## config.mk

```make
export PLATFORM = sky130hd
export DESIGN_NAME = ooo_read_responder
export DESIGN_NICKNAME = d
export VERILOG_FILES = /design/src/rtl/ooo_read_responder.sv
export SDC_FILE = /design/constraint.sdc
export NUM_CORES = 1
export LEC_CHECK = 0
export CORE_ASPECT_RATIO = 1.25
export CORE_MARGIN = 2
export CORE_UTILIZATION = 50
export CTS_CLUSTER_DIAMETER = 30
export DETAILED_ROUTE_END_ITERATION = 8
export PLACE_DENSITY = 0.7
export SLEW_MARGIN = 20
export SYNTH_ARGS = -nofsm -noshare
export SYNTH_HDL_FRONTEND = slang
export SYNTH_SLANG_ARGS = --single-unit
```

## constraint.sdc

```tcl
create_clock -name clk -period 4.35 [get_ports clk]
set_clock_uncertainty 0.2 [all_clocks]
set_input_delay 0.6525 -clock clk [delete_from_list [all_inputs] [get_ports clk]]
set_output_delay 0.6525 -clock clk [all_outputs]
set_load 0.1 [all_outputs]
```

## src/rtl/ooo_read_responder.sv

```systemverilog
// Read-side AXI-like target: AR requests go into a slot table, each with an
// ID-dependent latency, and single-beat R responses are returned out of order.
module ooo_read_responder #(
    parameter int DATA_WIDTH = 8,
    parameter int ADDR_WIDTH = 8,
    parameter int SLOTS      = 4,
    parameter int LAT_BASE   = 1,
    parameter int LAT_STEP   = 2
) (
    input  logic                  clk,
    input  logic                  rst,
    input  logic [3:0]            s_arid_i,
    input  logic [ADDR_WIDTH-1:0] s_araddr_i,
    input  logic                  s_arvalid_i,
    output logic                  s_arready_o,
    output logic [DATA_WIDTH-1:0] s_rdata_o,
    output logic [3:0]            s_rid_o,
    output logic                  s_rvalid_o,
    input  logic                  s_rready_i
);

    localparam int LAT_MAX = LAT_BASE + 3 * LAT_STEP;
    localparam int CNT_W   = (LAT_MAX < 1) ? 1 : $clog2(LAT_MAX + 1);
    localparam int IDX_W   = (SLOTS < 2) ? 1 : $clog2(SLOTS);

    logic [SLOTS-1:0]      slot_valid;
    logic [3:0]            slot_id   [SLOTS];
    logic [ADDR_WIDTH-1:0] slot_addr [SLOTS];
    logic [CNT_W-1:0]      slot_cnt  [SLOTS];

    logic             free_found;
    logic [IDX_W-1:0] free_idx;
    logic             elig_found;
    logic [IDX_W-1:0] elig_idx;
    logic             id_hit;
    logic             accept;
    logic             load;
    logic [CNT_W-1:0] new_lat;
    logic [DATA_WIDTH-1:0] beat_data;

    // Lowest-index free slot, lowest-index eligible slot and ID collision scan.
    always_comb begin
        free_found = 1'b0;
        free_idx   = '0;
        elig_found = 1'b0;
        elig_idx   = '0;
        id_hit     = 1'b0;
        for (int unsigned i = 0; i < SLOTS; i++) begin
            if (!slot_valid[i] && !free_found) begin
                free_found = 1'b1;
                free_idx   = IDX_W'(i);
            end
            if (slot_valid[i] && (slot_cnt[i] == '0) && !elig_found) begin
                elig_found = 1'b1;
                elig_idx   = IDX_W'(i);
            end
            if (slot_valid[i] && (slot_id[i] == s_arid_i))
                id_hit = 1'b1;
        end
    end

    assign s_arready_o = !rst && free_found && !id_hit;
    assign accept      = s_arvalid_i && s_arready_o;
    assign load        = elig_found && (!s_rvalid_o || s_rready_i);
    assign new_lat     = CNT_W'(LAT_BASE + LAT_STEP * (3 - int'(s_arid_i[1:0])));
    assign beat_data   = DATA_WIDTH'(slot_addr[elig_idx]) + DATA_WIDTH'(slot_id[elig_idx]);

    always_ff @(posedge clk or posedge rst) begin
        if (rst) begin
            slot_valid <= '0;
            for (int unsigned i = 0; i < SLOTS; i++) begin
                slot_id[i]   <= '0;
                slot_addr[i] <= '0;
                slot_cnt[i]  <= '0;
            end
            s_rvalid_o <= 1'b0;
            s_rdata_o  <= '0;
            s_rid_o    <= '0;
        end else begin
            for (int unsigned i = 0; i < SLOTS; i++) begin
                if (slot_valid[i] && (slot_cnt[i] != '0))
                    slot_cnt[i] <= slot_cnt[i] - CNT_W'(1);
            end
            if (load) begin
                slot_valid[elig_idx] <= 1'b0;
                s_rvalid_o           <= 1'b1;
                s_rid_o              <= slot_id[elig_idx];
                s_rdata_o            <= beat_data;
            end else if (s_rvalid_o && s_rready_i) begin
                s_rvalid_o <= 1'b0;
            end
            // The accepted slot is always invalid, so it never collides with the loaded one.
            if (accept) begin
                slot_valid[free_idx] <= 1'b1;
                slot_id[free_idx]    <= s_arid_i;
                slot_addr[free_idx]  <= s_araddr_i;
                slot_cnt[free_idx]   <= new_lat;
            end
        end
    end

endmodule

```

==> out/metrics.cfg, run 1 <==
[route]
vias=2890
drt_wl_total_mm=8.625
avgViaCountPerCell=5.780
first_iter_violations=225
drtPass1Iterations=5
ant_nets=0
post_drt_wl_per_cell_um=17.25
remaining_drc_errors=0

[placed_design]
io_buffer_count=29
dpl-instance-area_um2=4419
hpwl_mm=6.186
post-place-ws_ps=511.4
gp_congestion=0.8443

[logic_synthesis]
synth.yosys.seq_area_share=0.4733
synth_nets=399
synth_top_area_frac=0.4733
synth_area_um2=4071
ys_types=55
yosys_register_bits=77
ys.flop_type=dfrtp_1
syn_avg_cell_area_um2=10.97
netlist_instances=371
yosysWarnings=0
synth_largest_area_cell=dfrtp_1
ys_top_cells_by_count=dfrtp_1, nand2_1, mux2_2
synth.area.top_cells=dfrtp_1, mux2_2, nand2_1
synth_edf_count=0
yosysMostFrequentCell=dfrtp_1
async_flop_share=1.000

[sta]
tns_ps=0
slew_headroom=0.3502
setup_viol=0
hold_violations=0
fmax_mhz=257.7
slew_violations=0
fin_crit_sh=0.8920
tightest_slew_ps=971.7
finalCriticalPeriod_ps=3880
setup_ws_ps=469.8
grt_setup_unrepaired=no
holdWs_ps=277.3

[critical_path]
cpLargestDelayFamily=adder cells
critPathMostFrequentCell=ha_1
start_kind=flop
path_class=flop to flop
cp_slowest_cell=fa_1
slowest_delay_ps=410
crit_fanout=7
cp-end-kind=flop
path_buf_inv=1
path_cells=inv_1 -> ha_1 -> and3b_1 -> nor4_1 -> a222oi_1 -> o21ai_0 -> ha_1 -> fa_1 -> maj3_2 -> a21oi_2 -> nor2_1 -> a311o_1
worstPathRequired_ps=4390
crit_arrival_ps=3920

[floorplan]
rows=36
initial_utilization=0.5195
core_area_um2=7838
die-width_um=84.71
pin_count=30
die_h_um=104.9
die_area_um2=8885

[clocking]
cts_made_buffers=9
clock_path_buffers=2
insertion_delay_ps=350
cts_htree_levels=3
path_clk_slew_ps=90
cts-root-buf=clkbuf_8
cts_sinks=77
cts_tree=done
cts_resized=0
postCtsHoldBufs=0
post_cts_buffers=0

[flow_run]
cap_violations=0

[global_routing]
antenna_found_initial=0
grt-ovfl-total=0
grt_max_degree=28
grt_pass1_vias=2829
grt_first_pass_wirelength_mm=14.42
track_usage=0.2077

[final_layout]
postLayoutCellArea_um2=4599
n_fill_cell=690
diodes=0
nets=428
final_layout_size_suffix_gt1_frac=0.2000
syn_to_final_growth_pct=12.97

[hold_path]
hold_path_class=flop to flop

[status]
status=finished, final reports clean

-- worst reg2reg max path: cells and delay by family (launching register included) --
kind	cells	cell delay (ps)
AOI/OAI and AO/OA	4	1170
and+or+nand+nor	3	640
buffers and inverters	1	100
adders and majority gates	4	1270
DFF	1	390
-- metal layers --
layer / vias to the layer above / GRT usage / wire length [µm]
met3: 15 / 0.02607 / 321
met4: 0 / 0.08617 / 180
met1: 1432 / 0.2809 / 3887
li1: 1383 / - / -
met2: 60 / 0.3375 / 4236
met5: - / 0 / 0
-- cell type report --
type	instances	area, µm²	share of cell area
Sequential cell	77	1927	0.4189
Multi-Input combinational cell	260	1977	0.4298
Clock buffer	9	123.9	0.02693
Inverter	17	63.81	0.01387
Clock inverter	7	56.30	0.01224
Timing Repair Buffer	35	332.8	0.07236
Tap cell	95	118.9	0.02584
-- registers in the layout (all words and copies together) (netlist names) --
register    count
slot_valid      4
slot_id        16
slot_addr      32
s_rvalid_o      1
s_rid_o         4
slot_cnt       12
s_rdata_o       8
-- stage by stage --
stage | cells | utilization
final | 500 | 0.5868
after floorplan | 371 | -
after global placement | 484 | 0.5639
after global routing | 500 | 0.5868
after detailed placement | 484 | 0.5639
after CTS | 500 | 0.5868
-- final timing paths --
| check | start | end | slack (ps) | depth (start not counted) |
|---|---|---|---|---|
| max | slot_cnt[6] | s_rdata_o[6] | 470 | 12 |
| min | s_rdata_o[1] | s_rdata_o[1] | 280 | 2 |
| max reg2reg | slot_cnt[6] | s_rdata_o[6] | 470 | 12 |
| min reg2reg | s_rdata_o[1] | s_rdata_o[1] | 280 | 2 |
| max in group asynchronous | rst | slot_id[13] | 2580 | 3 |
| min in group asynchronous | rst | slot_id[15] | 570 | 2 |
-- cell usage in the layout, fill, tap and decap left out, types with 3 or more instances in the layout --
cell type / synthesis / routed
and3b_1: 3 / 3
clkbuf_8: 0 / 9
mux2i_1: 7 / 7
and3_1: 4 / 4
a222oi_1: 5 / 5
mux2_2: 39 / 39
mux2_4: 6 / 6
xnor2_1: 19 / 19
clkdlybuf4s50_1: 0 / 28
dfrtp_1: 77 / 77
nand2_1: 47 / 47
o22ai_1: 6 / 6
ha_1: 11 / 11
buf_4: 5 / 7
o21ai_0: 18 / 18
a21oi_1: 11 / 11
nand4_1: 5 / 5
inv_6: 0 / 3
nand3_1: 7 / 7
nand3b_1: 4 / 4
nor3_1: 7 / 7
or4_1: 3 / 3
inv_1: 17 / 16
a21o_1: 4 / 4
nor2_1: 20 / 20
-- logic make-up (layout without fill, tap and decap cells) --
group           Yosys count  after routing  synth area share
flops                    77             77            0.4733
simple gates            115            115            0.1487
xor+xnor                 20             20           0.04302
fa+ha+maj                14             14           0.04425
mux                      52             52            0.1472
compound gates           59             59           0.09927
buf+inv                  34             68           0.04425
Power of run 1 is left out: the tool's default activity adds up to more than one toggle a clock period on the data nets, which glitch-free logic cannot reach.
==> run 2: changes to the inputs <==
CORE_MARGIN = not set   (was 2)
clock period = 4.6 ns   (was 4.35 ns; I/O delays follow)
==> out/metrics.cfg, run 2 (synthesis results as in run 1) <==
[floorplan]
initial_utilization=0.5195  ; unchanged
die-width_um=82.71  ; was 84.71 µm
die_h_um=102.9  ; was 104.9 µm
die_area_um2=8510  ; was 8885 µm²
pin_count=30  ; unchanged
core_area_um2=7838  ; unchanged
rows=36  ; unchanged

[global_routing]
antenna_found_initial=0  ; unchanged
grt-ovfl-total=0  ; unchanged
track_usage=0.2342  ; was 0.2077
grt_max_degree=51  ; was 28
grt_first_pass_wirelength_mm=14.36  ; was 14.42 mm
grt_pass1_vias=2862  ; was 2,829

[hold_path]
hold_path_class=flop to flop  ; unchanged

[critical_path]
worstPathRequired_ps=4660  ; was 4390 ps
critPathMostFrequentCell=ha_1  ; unchanged
path_cells=inv_1 -> ha_1 -> and3b_1 -> nor4_1 -> a222oi_1 -> o21ai_0 -> ha_1 -> fa_1 -> maj3_2 -> a21oi_2 -> nor2_1 -> a311o_1  ; unchanged
crit_arrival_ps=3780  ; was 3920 ps
start_kind=flop  ; unchanged
crit_fanout=7  ; unchanged
slowest_delay_ps=410  ; about the same
cpLargestDelayFamily=adder cells  ; unchanged
cp_slowest_cell=fa_1  ; unchanged
cp-end-kind=flop  ; unchanged
path_class=flop to flop  ; unchanged
path_buf_inv=1  ; unchanged

[clocking]
post_cts_buffers=0  ; unchanged
cts_made_buffers=9  ; unchanged
cts_resized=0  ; unchanged
cts-root-buf=clkbuf_8  ; unchanged
clock_path_buffers=2  ; unchanged
postCtsHoldBufs=0  ; unchanged
cts_tree=done  ; unchanged
cts_sinks=77  ; unchanged
insertion_delay_ps=370  ; was 350 ps
cts_htree_levels=3  ; unchanged
path_clk_slew_ps=80  ; was 90 ps

[final_layout]
largest_register_ffs=32  ; unchanged
diodes=0  ; unchanged
postLayoutCoreUtil=0.5936  ; was 0.5868
nets=426  ; was 428
final_cell_mix=dfrtp_1, nand2_1, mux2_2, clkdlybuf4s50_1, nor2_1  ; unchanged
reg_top3=slot_addr (32), slot_id (16), slot_cnt (12)  ; unchanged
final_layout_size_suffix_gt1_frac=0.1935  ; was 0.2000
mostFrequentLayoutCell=dfrtp_1  ; unchanged
largest-register=slot_addr  ; unchanged
syn_to_final_growth_pct=14.26  ; was 12.97%

[sta]
slew_headroom=0.3513  ; was 0.3502
tns_ps=0  ; unchanged
grt_setup_unrepaired=no  ; unchanged
fmax_mhz=268.8  ; was 257.7 MHz
slew_violations=0  ; unchanged
fin_crit_sh=0.8088  ; was 0.8920
hold_violations=0  ; unchanged
finalCriticalPeriod_ps=3721  ; was 3880 ps
tightest_slew_ps=970.0  ; was 971.7 ps
setup_viol=0  ; unchanged

[route]
post_drt_wl_per_cell_um=17.53  ; was 17.25 µm
vias=2876  ; was 2,890
remaining_drc_errors=0  ; unchanged
ant_nets=0  ; unchanged
avgViaCountPerCell=5.775  ; was 5.780
first_iter_violations=218  ; was 225
drt_wl_total_mm=8.728  ; was 8.625 mm
drtPass1Iterations=4  ; was 5

[placed_design]
gp_congestion=0.9552  ; was 0.8443
io_buffer_count=29  ; unchanged
hpwl_mm=6.182  ; was 6.186 mm

[flow_run]
cap_violations=0  ; unchanged

[status]
status=finished, final reports clean  ; unchanged

run 2: cell types whose count changed in the layout (fill, tap and decap cells not counted):
cell       delta
bufinv_16     +3
buf_4         -2
clkinv_4      -2
inv_6         -2
clkbuf_1      +1
clkbuf_8      +1
clkinv_2      -1
run 2: worst paths after layout:
check	endpoint	slack [ps]	cells past startpoint	start
max in group asynchronous	slot_addr[17]	2550	3	rst
min in group asynchronous	slot_cnt[6]	600	2	rst
setup reg to reg	s_rdata_o[6]	880	12	slot_cnt[6]
hold / removal	s_rdata_o[1]	280	2	s_rdata_o[1]
hold reg to reg	s_rdata_o[1]	280	2	s_rdata_o[1]
setup / recovery	s_rdata_o[6]	880	12	slot_cnt[6]
run 2: cell type report:
type | instances | area, µm²
Clock buffer | 11 | 141.4
Clock inverter | 5 | 106.4
Fill cell | 668 | 3186
Inverter | 17 | 63.81
Multi-Input combinational cell | 260 | 1977
Sequential cell | 77 | 1927
Tap cell | 95 | 118.9
Timing Repair Buffer | 33 | 317.8
run 2: per-stage QoR:
stage                     hold slack [ps]  std cells  setup slack, ps  cell area [µm²]
after detailed placement            263.2        482            741.4             4404
after global routing                307.3        498            614.4             4652
after CTS                           283.7        498            924.5             4652
after global placement              258.8        482            770.9             4404
after floorplan                     270.8        371            737.1             4084
final                               280.7        498            879.4             4652
run 2: tightest hold or removal path: cells and delay by family (launching register included):
family,cells,cell delay (ps)
AND/OR/NAND/NOR,2,100
flip-flops,1,350
run 2: layer usage:
layer | vias up | wire length (µm) | track usage
met5 | - | 0 | 0
met4 | 0 | 365 | 0.1353
met3 | 26 | 383 | 0.04602
met2 | 82 | 4177 | 0.3651
met1 | 1402 | 3801 | 0.3013
li1 | 1366 | - | -
Power of run 2 is left out for the same reason.
